[config.mk]
export PLATFORM = sky130hd
export DESIGN_NAME = prog_loader
export DESIGN_NICKNAME = d
export VERILOG_FILES = /design/src/rtl/prog_loader.sv
export SDC_FILE = /design/constraint.sdc
export NUM_CORES = 1
export LEC_CHECK = 0
export ABC_AREA = 1
export CORE_ASPECT_RATIO = 0.75
export CORE_MARGIN = 2
export CORE_UTILIZATION = 35
export DETAILED_ROUTE_END_ITERATION = 8
export SYNTH_ARGS = -nofsm -noshare
export SYNTH_HDL_FRONTEND = slang
export SYNTH_SLANG_ARGS = --single-unit
[constraint.sdc]
create_clock -name clk -period 8 [get_ports clk]
set_clock_uncertainty 0.2 [all_clocks]
set_input_delay 1.6 -clock clk [delete_from_list [all_inputs] [get_ports clk]]
set_output_delay 1.6 -clock clk [all_outputs]
set_load 0.005 [all_outputs]
[src/rtl/prog_loader.sv]
// Framed program downloader: turns a UART byte stream into single-byte memory
// writes and holds the CPU in reset while a frame is in flight.
module prog_loader #(
  parameter logic [7:0] SYNC_BYTE      = 8'h55,
  parameter int         TIMEOUT_CYCLES = 5_000_000,
  parameter int         TO_W           = 23
) (
  input  logic        clk,
  input  logic        reset,
  input  logic [7:0]  rx_data,
  input  logic        rx_valid,
  output logic [15:0] mem_addr,
  output logic [7:0]  mem_wdata,
  output logic        mem_we,
  output logic        cpu_hold,
  output logic        busy,
  output logic        done,
  output logic        err,
  output logic [1:0]  err_code
);

  typedef enum logic [2:0] {
    S_IDLE,
    S_ADDR_HI,
    S_ADDR_LO,
    S_LEN,
    S_DATA,
    S_CHK
  } state_t;

  localparam logic [TO_W-1:0] TO_LAST = TO_W'(TIMEOUT_CYCLES - 1);

  state_t          state_reg;
  logic [15:0]     addr_reg;
  logic [8:0]      count_reg;
  logic [7:0]      sum_reg;
  logic [TO_W-1:0] to_cnt_reg;
  logic            hold_reg;
  logic [7:0]      chk_sum;

  // Running sum including the byte currently on the bus; zero means a good frame.
  assign chk_sum  = sum_reg + rx_data;
  assign busy     = hold_reg;
  assign cpu_hold = hold_reg;

  always_ff @(posedge clk or posedge reset) begin
    if (reset) begin
      state_reg  <= S_IDLE;
      addr_reg   <= '0;
      count_reg  <= '0;
      sum_reg    <= '0;
      to_cnt_reg <= '0;
      hold_reg   <= 1'b0;
      mem_addr   <= '0;
      mem_wdata  <= '0;
      mem_we     <= 1'b0;
      done       <= 1'b0;
      err        <= 1'b0;
      err_code   <= 2'b00;
    end else begin
      mem_we <= 1'b0;
      done   <= 1'b0;
      err    <= 1'b0;
      // A byte arriving on the expiry cycle takes priority over the timeout.
      if (rx_valid) begin
        to_cnt_reg <= '0;
        case (state_reg)
          S_IDLE: begin
            if (rx_data == SYNC_BYTE) begin
              state_reg <= S_ADDR_HI;
              hold_reg  <= 1'b1;
              sum_reg   <= '0;
            end
          end
          S_ADDR_HI: begin
            addr_reg[15:8] <= rx_data;
            sum_reg        <= chk_sum;
            state_reg      <= S_ADDR_LO;
          end
          S_ADDR_LO: begin
            addr_reg[7:0] <= rx_data;
            sum_reg       <= chk_sum;
            state_reg     <= S_LEN;
          end
          S_LEN: begin
            count_reg <= (rx_data == 8'h00) ? 9'd256 : {1'b0, rx_data};
            sum_reg   <= chk_sum;
            state_reg <= S_DATA;
          end
          S_DATA: begin
            mem_addr  <= addr_reg;
            mem_wdata <= rx_data;
            mem_we    <= 1'b1;
            addr_reg  <= addr_reg + 16'd1;
            sum_reg   <= chk_sum;
            count_reg <= count_reg - 9'd1;
            if (count_reg == 9'd1) begin
              state_reg <= S_CHK;
            end
          end
          S_CHK: begin
            if (chk_sum == 8'h00) begin
              done <= 1'b1;
            end else begin
              err      <= 1'b1;
              err_code <= 2'b01;
            end
            state_reg <= S_IDLE;
            hold_reg  <= 1'b0;
          end
          default: begin
            state_reg <= S_IDLE;
            hold_reg  <= 1'b0;
          end
        endcase
      end else if (state_reg != S_IDLE) begin
        if (to_cnt_reg == TO_LAST) begin
          err        <= 1'b1;
          err_code   <= 2'b10;
          state_reg  <= S_IDLE;
          hold_reg   <= 1'b0;
          to_cnt_reg <= '0;
        end else begin
          to_cnt_reg <= to_cnt_reg + TO_W'(1);
        end
      end
    end
  end

endmodule

; Word level (Yosys, flattened, before mapping)
; Cells that the tools add are included.
[word_totals]
ff_bits = 89
input_bits = 11
out_inout_bits = 31
word_cells = 85
[classes]
n_addsub = 4
n_eq_ne = 14
n_mux = 35
n_reduce_logical = 19
[ops]
columns = cell, n
row1 = 23-bit two-way mux, 3
row2 = 8-bit one-hot mux with 2 select lines, 3
row3 = 23-bit by 1-bit adder with 23-bit output (second input constant), 1
row4 = 23-bit == test (second input constant), 1
row5 = 9-bit one-hot mux with 2 select lines, 1
row6 = 16-bit by 1-bit adder with 16-bit output (second input constant), 1
row7 = 8-bit zero test, 2
row8 = 3-bit two-way mux, 5
row9 = 3-bit one-hot mux with 5 select lines, 1
row10 = 1-bit two-way mux, 14
row11 = 4-bit AND reduction, 3
row12 = 2-bit nonzero test, 6
row13 = 2-bit two-way mux, 5
row14 = 9-bit by 1-bit == test with 1-bit output (second input constant), 1
row15 = 9-bit two-way mux, 1
row16 = 9-bit by 1-bit subtractor with 9-bit output (second input constant), 1
row17 = 8-bit adder, 1
row18 = 8-bit by 7-bit == test with 1-bit output (second input constant), 1
row19 = 8-bit two-way mux, 1
row20 = 2-bit AND reduction, 4
row21 = 3-bit by 2-bit == test with 1-bit output (second input constant), 2
row22 = 3-bit == test (second input constant), 2
row23 = 2-bit inequality test (second input constant), 3
row24 = 3-bit inequality test (second input constant), 2
row25 = 7 further kinds, 7

; Depth between registers and ports, before layout
[logic_depth]
ltp_word = 5
mapped_depth = 13
ltp_nobuf = 13

; Worst setup path after synthesis
; Ideal clock, no wire load.
[synth_path]
path_type = input to register
from = input port rx_data[0]
to = register err_code[0]
setup_time_ns = 0.123
t_arrival_ns = 2.854
required_time_ns = 7.677
path_slack_ns = 4.824
cell_stages = 12
n_path_buf = 0
cell_sequence = ha_1 > fa_1 > nand2_1 > nand2_1 > nand3b_1 > nand2_1 > nand2_1 > nand2_1 > nor2_1 > nand2_1 > nand2_1 > a21oi_1
[synth_between]
elab_chain_cells = 4
[synth_lines]
columns = element, line_no
row1 = from (decl), 10  ; input logic [7:0] rx_data,
row2 = 8-bit adder, 42  ; assign chk_sum = sum_reg + rx_data;
row3 = 8-bit zero test, 102  ; if (chk_sum == 8'h00) begin
row4 = 2-bit inequality test (no line), n/a
row5 = 4-bit AND reduction (no line), n/a
row6 = to (signal assigned), 59  ; err_code <= 2'b00;
row7 = to (signal assigned), 106  ; err_code <= 2'b01;
row8 = to (signal assigned), 119  ; err_code <= 2'b10;
row9 = to (decl), 19  ; output logic [1:0] err_code
; No other way between the ends.
; A chain may end at the register's enable or synchronous reset.

; Final worst setup path
[layout_path]
from = input port rx_valid
to = register count_reg[3]
[layout_between]
elab_chain_cells = 1
[layout_lines]
columns = element, line_no
row1 = from (decl), 11  ; input logic rx_valid,
row2 = 2-bit AND reduction (no line), n/a
row3 = to (signal assigned), 86  ; count_reg <= (rx_data == 8'h00) ? 9'd256 : {1'b0, rx_data};
row4 = to (signal assigned), 96  ; count_reg <= count_reg - 9'd1;
row5 = to (decl), 35  ; logic [8:0] count_reg;
; No other way between the ends.

==> results.md <==
* Status: finished clean
* Starting Density at 0.356
* Largest net degree at the start of global routing at 65
* Worst path cell trace: clkdlybuf4s50_1, inv_2, a21oi_1, nand2_1, inv_1, o21ai_0, a32o_1
* Area grow syn2layout at 17.6%
* Hold path endpoint: err_code[1]
* Clk pin slew, worst setup/hold paths at ~0.07 ns
* Nature of the critical path startpoint: input pin
* Chip width at between 100 and 150 um
* ANT nets after route at 0
* Placed cell count at between 900 and 1000
* Io pins at between 40 and 50
* Pins Over Slew Limit at 0
* Final min period at around 3.5 ns
* Delay of the slowest critical-path stage at between 0.6 and 0.7 ns
* Final non-filler cell total at approximately 930
* Critical Path AT at approximately 3.6 ns
* Vias in the first global route at slightly above 4000
* R2R depth at 7
* Max Fclk at about 0.28 GHz
* Core Rows at 38
* End of the worst register-to-register path: addr_reg[5]
* Drt drc at 0
* Count of cell types in the netlist at 39
* Hold Path Depth at 2
* Post-DP HPWL at between 9 and 10 mm
* Vias post-DR at between 4000 and 5000
* Post-CTS Hold Fix Bufs at 0
* Post-Syn Area at slightly above 5000 um2
* Top post-synthesis cells by area: dfrtp_1, nand2_1, inv_1
* Cell taking the most area after synthesis: dfrtp_1
* DR pass1 iterations at 5
* Leak pwr at between 2 and 3 nW
* Post-synth top area share at 0.436
* Reg area at between 2000 and 2500 um2
* Final RePlAce weighted congestion at between 0.8 and 0.9
* Largest register FFs at 23
* # resized after CTS at 0
* TNS Setup at 0 ns
* FF-to-FF Start: state_reg[2]
* Final WL at roughly 12 mm
* GRT Total Usage at 0.173
* PortBufs at 41
* Clock Sinks at between 80 and 90
* Worst-case clock buffer depth at 2
* Multi-input gate area at ~2400 um2
* Crit Path Category: input pin to flip-flop
* Mapped Nets at between 700 and 800
* Final setup viols at 0
* Starting DRT DRC Count at 336
* Worst-Margin Slew at 0.809 ns
* Cells after Synth at just under 700
* WP data required at between 8 and 9 ns
* CP max-delay cell: clkdlybuf4s50_1
* Post-CTS setup buffers at 0
* Nets at ~750
* Most frequent cells in the layout: nand2_1, inv_1, dfrtp_1, nor2_1, o21ai_0
* Core area at 14400 um2
* Sequential area share after synthesis at 0.436
* Worst vdd ir at 0.157 mV
* Max-Cap Viols at 0
* First-pass GRT wire length at roughly 21 mm
* Via density at about 4.7
* WL per Instance at about 13 um
* Final period utilization at 0.443
* Share of layout cells above drive strength 1 at 0.0695
* Crit. End Element: flip-flop
* Fin. Hold Viols at 0
* FF-to-FF setup slack at roughly 5.7 ns
* Grt total ovfl at 0
* Initial antenna violation count at 0
* Total CTS buffers at 9
* Synth Warn # at 0
* Clk root buf: clkbuf_16
* Skew-Pair Late Insertion Delay at ~0.35 ns
* Pwr dens at around 330 nW/um2
* Slew headroom at 0.460
* Die H at about 110 um
* Worst Path Max Fanout at 12
* RSZ-0062 raised after global routing: false
* Hold Path Class: flip-flop to flip-flop
* Hold Startpoint: err_code[1]
* Die area at approximately 16000 um2
* Htree depth at 3
* CTS tree: yes
* Most common cell after layout, fill and taps aside: nand2_1
* Filler cell count at approximately 1500
* Synth Register Bits at 89
* Ant. Diodes at 0
* Average size of a mapped cell at between 7 and 8 um2
-- cells in the mapped netlist --
library cell,n
fa_1,1
o22ai_1,5
nor4_1,4
o21bai_1,1
nor3_2,4
nand2_2,6
nor2_1,67
nor2_2,5
a22oi_2,1
a211oi_1,1
xor2_1,11
a31oi_1,9
buf_6,1
a21oi_1,26
o21ai_2,1
dfrtp_1,89
nand3_1,37
clkbuf_1,4
nor3_4,1
inv_2,9
a41oi_1,1
nor2_8,1
xnor2_1,2
nand3b_1,1
o21ai_1,6
a221oi_1,1
nor2_4,2
buf_2,3
buf_4,5
o21ai_0,54
nor3_1,14
a21boi_0,1
inv_1,96
nand2_4,4
a22oi_1,1
a32o_1,1
nand2_1,189
ha_1,11
nand4_1,13
-- final cells by class --
type | instances | area share
multi-input cells | 482 | 0.401
flip-flops and latches | 89 | 0.371
repair buffers | 42 | 0.0696
inverters | 105 | 0.0660
well taps | 200 | 0.0416
clock buffers | 11 | 0.0404
clock inverters | 5 | 0.0104
-- routing by layer --
| layer | part of all wire | routed length, um | track usage |
|---|---|---|---|
| met1 | 0.55 | 6880 | 0.276 |
| met5 | 0 | 0 | 0 |
| met4 | 0.0078 | 97 | 0.0504 |
| met3 | 0.046 | 568 | 0.0400 |
| met2 | 0.39 | 4910 | 0.228 |
-- power by group --
| part | total (mW) | internal [mW] | leakage (nW) | switching, mW |
|---|---|---|---|---|
| sequential | 0.724 | 0.603 | 1.13 | 0.121 |
| combinational | 0.808 | 0.325 | 1.60 | 0.482 |
| clock | 0.437 | 0.252 | 0.142 | 0.185 |
| total | 1.97 | 1.18 | 2.87 | 0.788 |
-- worst max-delay path, delay by kind of cell --
family                 cells  cell delay [ns]
buffers and inverters      3             1.13
AOI/OAI and AO/OA          3             0.63
and+or+nand+nor            1             0.23
-- metrics by stage --
stage          area [um2]  hold slack, ns  total power, mW   util  worst slack, ns
2_1_floorplan        5110           0.265             1.26      -             3.89
3_3_place_gp         5700           0.268             1.53  0.397             4.16
3_5_place_dp         5700           0.268             1.54  0.397             4.10
4_1_cts              6010           0.291             1.98  0.418             4.47
5_1_grt              6010           0.316             2.15  0.418             4.24
6_report             6010           0.280             1.97  0.418             4.46
-- cell families (layout without fill, tap and decap cells) --
kind of cell	Yosys count	after routing	share of synthesized area
AND/OR/NAND/NOR	348	348	0.302
buffers and inverters	118	163	0.0925
AO/OA/AOI/OAI	109	109	0.117
flip-flops	89	89	0.436
XOR/XNOR	13	13	0.0223
adder cells (fa/ha/maj)	12	12	0.0308
-- worst max path at each step --
stage,startpoint,endpoint,slack (ns)
after CTS,rx_valid,count_reg[3],4.47
after global routing,rx_valid,count_reg[3],4.24
after global placement,rx_data[0],err_code[0],4.16
after detailed placement,rx_valid,count_reg[3],4.10
after floorplan,reset,addr_reg[0],3.89
final,rx_valid,count_reg[3],4.46
Note: power is estimated with default switching activity, not from simulation.
